===== config.mk =====
export PLATFORM = sky130hd
export DESIGN_NAME = uart_rx_ctrl_flat
export DESIGN_NICKNAME = d
export VERILOG_FILES = /design/src/rtl/uart_rx_ctrl_if.sv /design/src/rtl/uart_rx_ctrl.sv /design/src/flat_wrapper.sv
export SDC_FILE = /design/constraint.sdc
export NUM_CORES = 1
export LEC_CHECK = 0
export BUFFER_PORTS_ARGS = -buffer_cell sky130_fd_sc_hd__buf_2
export CAP_MARGIN = 30
export CORE_ASPECT_RATIO = 1.5
export CORE_MARGIN = 2
export CORE_UTILIZATION = 56
export DETAILED_ROUTE_END_ITERATION = 16
export HOLD_SLACK_MARGIN = 0.03
export PLACE_DENSITY_LB_ADDON = 0.1
export SYNTH_ARGS = -nofsm -noshare
export SYNTH_HDL_FRONTEND = slang
export SYNTH_SLANG_ARGS = --single-unit

===== constraint.sdc =====
create_clock -name baud_clk -period 2.7 [get_ports baud_clk]
set_input_delay 0.135 -clock baud_clk [delete_from_list [all_inputs] [get_ports baud_clk]]
set_output_delay 0.135 -clock baud_clk [all_outputs]
set_load 0.01 [all_outputs]

===== src/rtl/uart_rx_ctrl_if.sv =====
// Byte stream from the UART receive controller to the host-side consumer.
// The controller drives rx_data/rx_valid; the consumer drives rx_ready.
interface uart_rx_ctrl_if;
    logic [7:0] rx_data;
    logic       rx_valid;
    logic       rx_ready;

    modport master (
        output rx_data,
        output rx_valid,
        input  rx_ready
    );

    modport slave (
        input  rx_data,
        input  rx_valid,
        output rx_ready
    );
endinterface


===== src/rtl/uart_rx_ctrl.sv =====
// UART receive controller.
// - Takes completed 11-bit frames from the serial receiver.
// - Checks the start, parity and stop bits.
// - Queues good bytes in a small FIFO with a valid/ready output.
// - Keeps sticky error flags and a count of good frames.
module uart_rx_ctrl #(
    parameter int unsigned FIFO_DEPTH = 4,
    parameter bit          PARITY_EN  = 1'b1,
    parameter bit          PARITY_ODD = 1'b0
) (
    input  logic                          baud_clk,
    input  logic                          rst_n,
    input  logic [10:0]                   frame_in,
    input  logic                          frame_valid,
    uart_rx_ctrl_if.master                rx_if,
    output logic [$clog2(FIFO_DEPTH):0]   fifo_count,
    output logic                          framing_err,
    output logic                          parity_err,
    output logic                          overrun_err,
    input  logic                          err_clr,
    output logic [7:0]                    frame_cnt
);

    localparam int unsigned PW = $clog2(FIFO_DEPTH);
    localparam int unsigned CW = PW + 1;

    typedef enum logic [1:0] {
        S_IDLE,
        S_CHECK,
        S_PUSH,
        S_DISCARD
    } state_t;

    state_t         state, next_state;
    logic           fv_q;
    logic           new_ev;
    logic [10:0]    frame_r;
    logic           fe, pe;
    logic           fifo_full;
    logic           latch_en, push, pop;
    logic           set_fe, set_pe, set_ov;
    logic [7:0]     wr_byte;

    logic [7:0]     mem [FIFO_DEPTH];
    logic [PW-1:0]  wr_ptr, rd_ptr;

    // frame_valid is a level; only its rising edge marks a new frame
    assign new_ev = frame_valid && !fv_q;

    // Frame checks read the latched copy, which stays put through DISCARD
    assign fe = (frame_r[10] != 1'b0) || (frame_r[0] != 1'b1);
    assign pe = PARITY_EN && ((^frame_r[9:1]) != PARITY_ODD);

    assign fifo_full = (fifo_count == CW'(FIFO_DEPTH));
    assign pop       = rx_if.rx_valid && rx_if.rx_ready;

    assign rx_if.rx_valid = (fifo_count != '0);
    // Gate with rx_valid so the output reads 0 after reset and when empty
    assign rx_if.rx_data  = rx_if.rx_valid ? mem[rd_ptr] : 8'h00;

    // Reorder frame bits into a byte: d0 sits at frame bit 9, d7 at bit 2
    always_comb begin
        wr_byte = '0;
        for (int i = 0; i < 8; i++) begin
            wr_byte[i] = frame_r[9 - i];
        end
    end

    // Registered copy of frame_valid for edge detection
    always_ff @(posedge baud_clk or negedge rst_n) begin
        if (!rst_n) fv_q <= 1'b0;
        else        fv_q <= frame_valid;
    end

    // Capture the frame on an accepted new-frame event
    always_ff @(posedge baud_clk or negedge rst_n) begin
        if (!rst_n)        frame_r <= '0;
        else if (latch_en) frame_r <= frame_in;
    end

    // FSM state register
    always_ff @(posedge baud_clk or negedge rst_n) begin
        if (!rst_n) state <= S_IDLE;
        else        state <= next_state;
    end

    // FSM next state and per-state strobes
    always_comb begin
        next_state = state;
        latch_en   = 1'b0;
        push       = 1'b0;
        set_fe     = 1'b0;
        set_pe     = 1'b0;
        set_ov     = 1'b0;
        case (state)
            S_IDLE: begin
                if (new_ev) begin
                    latch_en   = 1'b1;
                    next_state = S_CHECK;
                end
            end
            S_CHECK: begin
                // A bad frame is dropped for its own error even when the FIFO is full
                if (fe || pe)     next_state = S_DISCARD;
                else if (fifo_full) next_state = S_DISCARD;
                else              next_state = S_PUSH;
            end
            S_PUSH: begin
                push       = 1'b1;
                next_state = S_IDLE;
            end
            S_DISCARD: begin
                // DISCARD is reached only for fe, pe or full, so a clean frame here was an overrun
                set_fe     = fe;
                set_pe     = pe;
                set_ov     = !(fe || pe);
                next_state = S_IDLE;
            end
            default: next_state = S_IDLE;
        endcase
        // The controller is single-frame; any event while busy is lost
        if (new_ev && (state != S_IDLE)) set_ov = 1'b1;
    end

    // Sticky error flags; clear wins over a same-cycle set
    always_ff @(posedge baud_clk or negedge rst_n) begin
        if (!rst_n) begin
            framing_err <= 1'b0;
            parity_err  <= 1'b0;
            overrun_err <= 1'b0;
        end else if (err_clr) begin
            framing_err <= 1'b0;
            parity_err  <= 1'b0;
            overrun_err <= 1'b0;
        end else begin
            framing_err <= framing_err | set_fe;
            parity_err  <= parity_err  | set_pe;
            overrun_err <= overrun_err | set_ov;
        end
    end

    // Good-frame counter, wraps naturally at 8 bits
    always_ff @(posedge baud_clk or negedge rst_n) begin
        if (!rst_n)    frame_cnt <= 8'h00;
        else if (push) frame_cnt <= frame_cnt + 8'h01;
    end

    // FIFO storage; contents are don't-care until written, output is gated by rx_valid
    always_ff @(posedge baud_clk) begin
        if (push) mem[wr_ptr] <= wr_byte;
    end

    // FIFO pointers and occupancy; power-of-two depth lets pointers wrap freely
    always_ff @(posedge baud_clk or negedge rst_n) begin
        if (!rst_n) begin
            wr_ptr     <= '0;
            rd_ptr     <= '0;
            fifo_count <= '0;
        end else begin
            if (push) wr_ptr <= wr_ptr + PW'(1);
            if (pop)  rd_ptr <= rd_ptr + PW'(1);
            case ({push, pop})
                2'b10:   fifo_count <= fifo_count + CW'(1);
                2'b01:   fifo_count <= fifo_count - CW'(1);
                default: fifo_count <= fifo_count;
            endcase
        end
    end

endmodule


===== src/flat_wrapper.sv =====
// flat-port wrapper written by rule: the top's interface ports become plain ports
module uart_rx_ctrl_flat 
#(
    parameter int unsigned FIFO_DEPTH = 4,
    parameter bit          PARITY_EN  = 1'b1,
    parameter bit          PARITY_ODD = 1'b0
)
  (baud_clk, rst_n, frame_in, frame_valid, fifo_count, framing_err, parity_err, overrun_err, err_clr, frame_cnt, rx_if_rx_data, rx_if_rx_valid, rx_if_rx_ready);
  uart_rx_ctrl_if rx_if_i ();
  input  logic baud_clk;
  input  logic rst_n;
  input  logic [10:0] frame_in;
  input  logic frame_valid;
  output logic [$clog2(FIFO_DEPTH):0] fifo_count;
  output logic framing_err;
  output logic parity_err;
  output logic overrun_err;
  input  logic err_clr;
  output logic [7:0] frame_cnt;
  output wire logic [$bits(rx_if_i.rx_data)-1:0] rx_if_rx_data;
  output wire logic [$bits(rx_if_i.rx_valid)-1:0] rx_if_rx_valid;
  input wire logic [$bits(rx_if_i.rx_ready)-1:0] rx_if_rx_ready;
  assign rx_if_rx_data = rx_if_i.rx_data;
  assign rx_if_rx_valid = rx_if_i.rx_valid;
  assign rx_if_i.rx_ready = rx_if_rx_ready;
  uart_rx_ctrl #(.FIFO_DEPTH(FIFO_DEPTH), .PARITY_EN(PARITY_EN), .PARITY_ODD(PARITY_ODD)) u_core (.baud_clk(baud_clk), .rst_n(rst_n), .frame_in(frame_in), .frame_valid(frame_valid), .rx_if(rx_if_i), .fifo_count(fifo_count), .framing_err(framing_err), .parity_err(parity_err), .overrun_err(overrun_err), .err_clr(err_clr), .frame_cnt(frame_cnt));
endmodule

# After elaboration in Yosys (flattened, before gate mapping)

Memories as Yosys holds them, arrays and structs flattened.
Cells that the tools add are included.

Register bits: 32
Input bits: 16
Memories kept: 1
Word-level logic and storage cells: 58
Memory bits (writable): 32

Reductions and logical operators: 13
Equality and inequality tests: 7
$add $sub $neg: 5
Bitwise gates (word level): 4
Muxes and demuxes: 18

Memories:

| name       | words | width | read ports | clocked after Yosys merged registers in | wr ports | line               | text |
|---|---|---|---|---|---|---|---|
| u_core.mem | 4     | 8     | 1          | 0                                       | 1        | uart_rx_ctrl.sv:44 | `logic [7:0] mem [FIFO_DEPTH];` |

Operator list:

| cell                                                | number |
|---|---|
| two-way mux 1 bit                                   | 13 |
| parity 9 bit                                        | 1 |
| adder 8 x 1 -> 8 bit, second input constant         | 1 |
| two-way mux 8 bit                                   | 1 |
| equality test 2 bit, second input constant          | 3 |
| one-hot mux 2 bit (3 select lines)                  | 1 |
| one-hot mux 3 bit (2 select lines)                  | 1 |
| adder 2 x 1 -> 2 bit, second input constant         | 2 |
| equality test 2 x 1 -> 1 bit, second input constant | 2 |
| two-way mux 2 bit                                   | 2 |
| nonzero test 2 bit                                  | 2 |
| adder 3 x 1 -> 3 bit, second input constant         | 1 |
| equality test 3 bit, second input constant          | 1 |
| logical AND 1 bit                                   | 3 |
| bitwise OR 1 bit                                    | 3 |
| nonzero test 3 bit                                  | 1 |
| subtractor 3 x 1 -> 3 bit, second input constant    | 1 |
| zero test 1 bit                                     | 2 |
| zero test 2 bit                                     | 1 |
| logical OR 1 bit                                    | 2 |
| != test 2 x 1 -> 1 bit, second input constant       | 1 |
| OR reduction 2 bit                                  | 1 |
| NOT 1 bit                                           | 1 |

# Longest topological paths before layout

Word-level depth: 8
Mapped depth: 9
Mapped depth without buffers: 8

# Worst setup path after synthesis

Ideal clock, no wire load.

Path type: register -> register
Start: register u_core.fifo_count[0]
End: register u_core.fifo_count[2]
Arrival: 1.940 ns
Cell stages (with the launch flop): 10
Period minus slack after synthesis: 2.067 ns
Path slack: 0.633 ns
Cell sequence: dfrtp_1 -> or3_1 -> clkbuf_1 -> and2_1 -> ha_1 -> inv_1 -> fa_1 -> xor2_1 -> nor2_1 -> xor2_1

Longest elaborated chain between the ends: 4
Elaborated cells on any way between the ends: 8
Classes of those cells: add/sub (2); eq/ne (2); mux (1); reduce/logical (3)

RTL lines:

| what                                                                            | line                | text |
|---|---|---|
| start, declared                                                                 | uart_rx_ctrl.sv:16  | `output logic [$clog2(FIFO_DEPTH):0] fifo_count,` |
| start signal, assigned                                                          | uart_rx_ctrl.sv:163 | `2'b10: fifo_count <= fifo_count + CW'(1);` |
| start signal, assigned                                                          | uart_rx_ctrl.sv:164 | `2'b01: fifo_count <= fifo_count - CW'(1);` |
| start signal, assigned                                                          | uart_rx_ctrl.sv:165 | `default: fifo_count <= fifo_count;` |
| nonzero test 3 bit *                                                            | uart_rx_ctrl.sv:57  | `assign rx_if.rx_valid = (fifo_count != '0);` |
| via rx_if_rx_valid                                                              | flat_wrapper.sv:21  | `output wire logic [$bits(rx_if_i.rx_valid)-1:0] rx_if_rx_valid;` |
| logical AND 1 bit *                                                             | uart_rx_ctrl.sv:55  | `assign pop = rx_if.rx_valid && rx_if.rx_ready;` |
| equality test 2 x 1 -> 1 bit / equality test 2 bit (equally long branches)      | uart_rx_ctrl.sv:162 | `case ({push, pop})` |
| one-hot mux 3 bit (2 select lines) / nonzero test 2 bit (equally long branches) | --                  |  |

Mark *: on every way through the listed nets, which the timed path passes. The rest lies on a longest branch.
A chain may end at the register's enable or synchronous reset.

# Worst setup path in the final report

Start: register u_core.fifo_count[0]
End: register u_core.fifo_count[2]

Longest elaborated chain between the ends: 4
Elaborated cells on any way between the ends: 8
Classes of those cells: add/sub (2); eq/ne (2); mux (1); reduce/logical (3)

RTL lines:

| what |
|---|
| parallel branches: the longest is 4 deep, another holds subtractor 3 x 1 -> 3 bit |

Parallel ways; which one is timed is not known.

==> impl_metrics.tcl <==
set metrics [dict create \
    synth.distinct_cells 33 \
    rows 31 \
    rsz0062_at_grt "no" \
    fillerInstances 348 \
    fp.dieH_um 89.2 \
    power.share.switching_pct 33.6 \
    p_switching_w 0.00131 \
    cts_inserted_buffers 9 \
    hold_path.class "primary input to flop" \
    initial_core_util_pct 57.3 \
    grt_use_total_pct 20.1 \
    crit_chain "or3_1, and2_1, ha_1, inv_1, fa_1, xor2_1, nor2_1, xor2_1" \
    syn_to_final_growth_pct 21.6 \
    synth.net_count 192 \
    dieArea_sq_um 5430 \
    vias 1558 \
    whs_endpoint "u_core.rd_ptr[0]$_DFFE_PN0N_" \
    ioPinCount 39 \
    async_flop_share_pct 50.0 \
    drive_gt1_share_pct 33.3 \
    cts_resized 0 \
    start_kind "flop" \
    vdd_drop_max_mv 0.806 \
    r2r-start "u_core.fifo_count[0]$_DFFE_PN0P_" \
    cpMaxStageDelayCell "or3_1" \
    path_clk_slew_ns 0.06 \
    utilization_pct 69.7 \
    grt_overflow_total 0 \
    hp-start "rx_if_rx_ready" \
    period_share_pct 79.7 \
    die_w_um 60.8 \
    grt_start_max_net_pins 33 \
    synth_edf_count 32 \
    reg2regPathDepth 8 \
    cts_setup_buffers 0 \
    netlist_area_sq_um 2710 \
    p_int_w 0.00259 \
    cts.sinks 64 \
    core_area_sq_um 4730 \
    syn_area_per_cell_sq_um 16.0 \
    status "complete, no violations" \
    clock_power_share_pct 19.4 \
    wl_um 4850 \
    worst_hold_slack_ns 0.172 \
    yosysSeqAreaShare_pct 65.0 \
    path_class "flop to flop" \
    p_per_area_nw_per_um2 1180 \
    max_freq_mhz 465 \
    syn_inst 169 \
    clock_latency_ns 0.33 \
    combinationalPowerShare_pct 36.7 \
    ant_nets 0 \
    tritoncts "built" \
    clk_root_buffer_cell "clkbuf_8" \
    min_path_cells 3 \
    max_stage_delay_ns 0.52 \
    finalSetupTns_ns 0 \
    io_buffers 38 \
    leakagePower_nw 1.37 \
    cts_hold_buffers 14 \
    crit_top_cell "xor2_1" \
    report.final.setup_viol 0 \
    slew-limit-headroom_pct 53.3 \
    grt_pass1_wl_um 7490 \
    regToRegSetupSlack_ns 0.55 \
    yosysWarnings 0 \
    fin_nets 252 \
    maxCapViolCount 0 \
    synth_top_area_cell "edfxtp_1" \
    worstSetupEndpointType "flop" \
    fin_crit_ns 2.15 \
    first_pass_iters 4 \
    synth-main-ff-cell "edfxtp_1" \
    ys_top_cells_by_count "32 x dfrtp_1, 32 x edfxtp_1, 13 x and2_1" \
    critPathArrivalTime_ns 2.37 \
    finalMaxSlewViolations 0 \
    grt_pass1_vias 1608 \
    wl_per_cell_um 16.2 \
    drc 0 \
    routed_via_density 5.19 \
    reg2reg_to "u_core.fifo_count[2]$_DFFE_PN0P_" \
    place.detailed.hpwl_um 3270 \
    hold_violations 0 \
    drtIter0Drc 29 \
    path_max_fanout 10 \
    fin_total_pwr_w 0.00390 \
    tightest_slew_ns 0.701 \
    netlist.area_leader.share_pct 35.4 \
    netlist_top_cells_area "edfxtp_1 35%, dfrtp_1 30%, mux4_2 6.6%" \
    ys_ff_latch 64 \
    grt_antenna_before_repair 0 \
    clockBufferDepth 2 \
    antenna_cells 0 \
    htreeDepth 3 \
    crit_required_ns 2.91 \
    fin_skew_ns 0.00215 \
    gp_congestion 0.782 \
    seq_power_share_pct 43.9 \
]
-- cell usage in the layout (no fill, tap or decap), types with 2 or more instances in the layout --
cell           synthesis  routed
and2_1                13      13
and3_1                 2       2
buf_2                  2      38
buf_4                  0       2
clkbuf_1               3       3
clkbuf_8               0       9
clkinv_2               0       3
dfrtp_1               32      32
dlygate4sd3_1          0      14
edfxtp_1              32      32
ha_1                   6       6
inv_1                  8       8
mux2_2                12      12
mux4_2                 8       8
nand2_1                3       3
nand3_1                4       4
nand4_1                2       2
nor2_1                 5       5
nor2b_1                4       4
xnor2_1               12      12
xor2_1                 5       5
-- logic make-up after synthesis --
group	share of synthesized area (%)
buffers and inverters	1.89
DFF	65.0
adders and majority gates	3.51
and+or+nand+nor	7.89
muxes	12.0
AOI/OAI and AO/OA	1.75
xor gates and xnor gates	7.98
-- cell type report --
cell class | count | area, sq um | area share, %
clock buffer | 12 | 135 | 4.10
timing repair buffer | 54 | 345 | 10.5
inverter | 8 | 30.0 | 0.910
tap | 66 | 82.6 | 2.50
clock inverter | 4 | 45.0 | 1.37
sequential | 64 | 1760 | 53.4
multi-input combinational | 92 | 898 | 27.2
-- critical path, delay by kind of cell (launching register included) --
kind                       cells  cell delay [ns]
and+or+nand+nor                3             0.85
xor gates and xnor gates       2             0.29
buffers and inverters          1             0.08
DFF                            1             0.42
adders and majority gates      2             0.39
-- flip-flops by register name, indices dropped and copies added (netlist names) --
name / cells
u_core.framing_err: 1
u_core.fv_q: 1
u_core.fifo_count: 3
u_core.parity_err: 1
u_core.rd_ptr: 2
u_core.wr_ptr: 2
u_core.frame_cnt: 8
u_core.frame_r: 11
u_core.state: 2
u_core.overrun_err: 1
u_core.mem: 32
-- metrics by stage --
stage               std cells  worst slack (ns)  cell area, sq um
finish                    300             0.548              3300
global placement          270             0.640              2980
floorplan                 169             0.633              2710
CTS                       300             0.525              3300
global route              300             0.431              3300
detailed placement        270             0.541              2980
-- power groups by stage --
stage / combinational [W] / clock, W / sequential, W
finish: 0.00143 / 0.000757 / 0.00171
global route: 0.00157 / 0.000812 / 0.00176
CTS: 0.00145 / 0.000778 / 0.00172
detailed placement: 0.00142 / 0 / 0.00173
global placement: 0.00137 / 0 / 0.00169
floorplan: 0.00108 / 0 / 0.00162
-- worst max path at each step --
stage | startpoint | end | cells past startpoint
finish | u_core.fifo_count[0]$_DFFE_PN0P_ | u_core.fifo_count[2]$_DFFE_PN0P_ | 8
global route | u_core.fifo_count[0]$_DFFE_PN0P_ | u_core.fifo_count[2]$_DFFE_PN0P_ | 8
CTS | u_core.fifo_count[0]$_DFFE_PN0P_ | u_core.fifo_count[2]$_DFFE_PN0P_ | 8
detailed placement | u_core.fifo_count[0]$_DFFE_PN0P_ | u_core.fifo_count[2]$_DFFE_PN0P_ | 8
global placement | u_core.fifo_count[0]$_DFFE_PN0P_ | u_core.fifo_count[2]$_DFFE_PN0P_ | 8
floorplan | u_core.fifo_count[0]$_DFFE_PN0P_ | u_core.fifo_count[2]$_DFFE_PN0P_ | 9
-- per-layer routing --
layer	routed length [um]	up-vias	track usage, %
li1	-	724	-
met1	1860	787	21.8
met2	2680	38	35.5
met3	204	9	6.51
met4	103	0	8.30
met5	0	-	0
No activity file was read; power rests on OpenSTA's default activity.
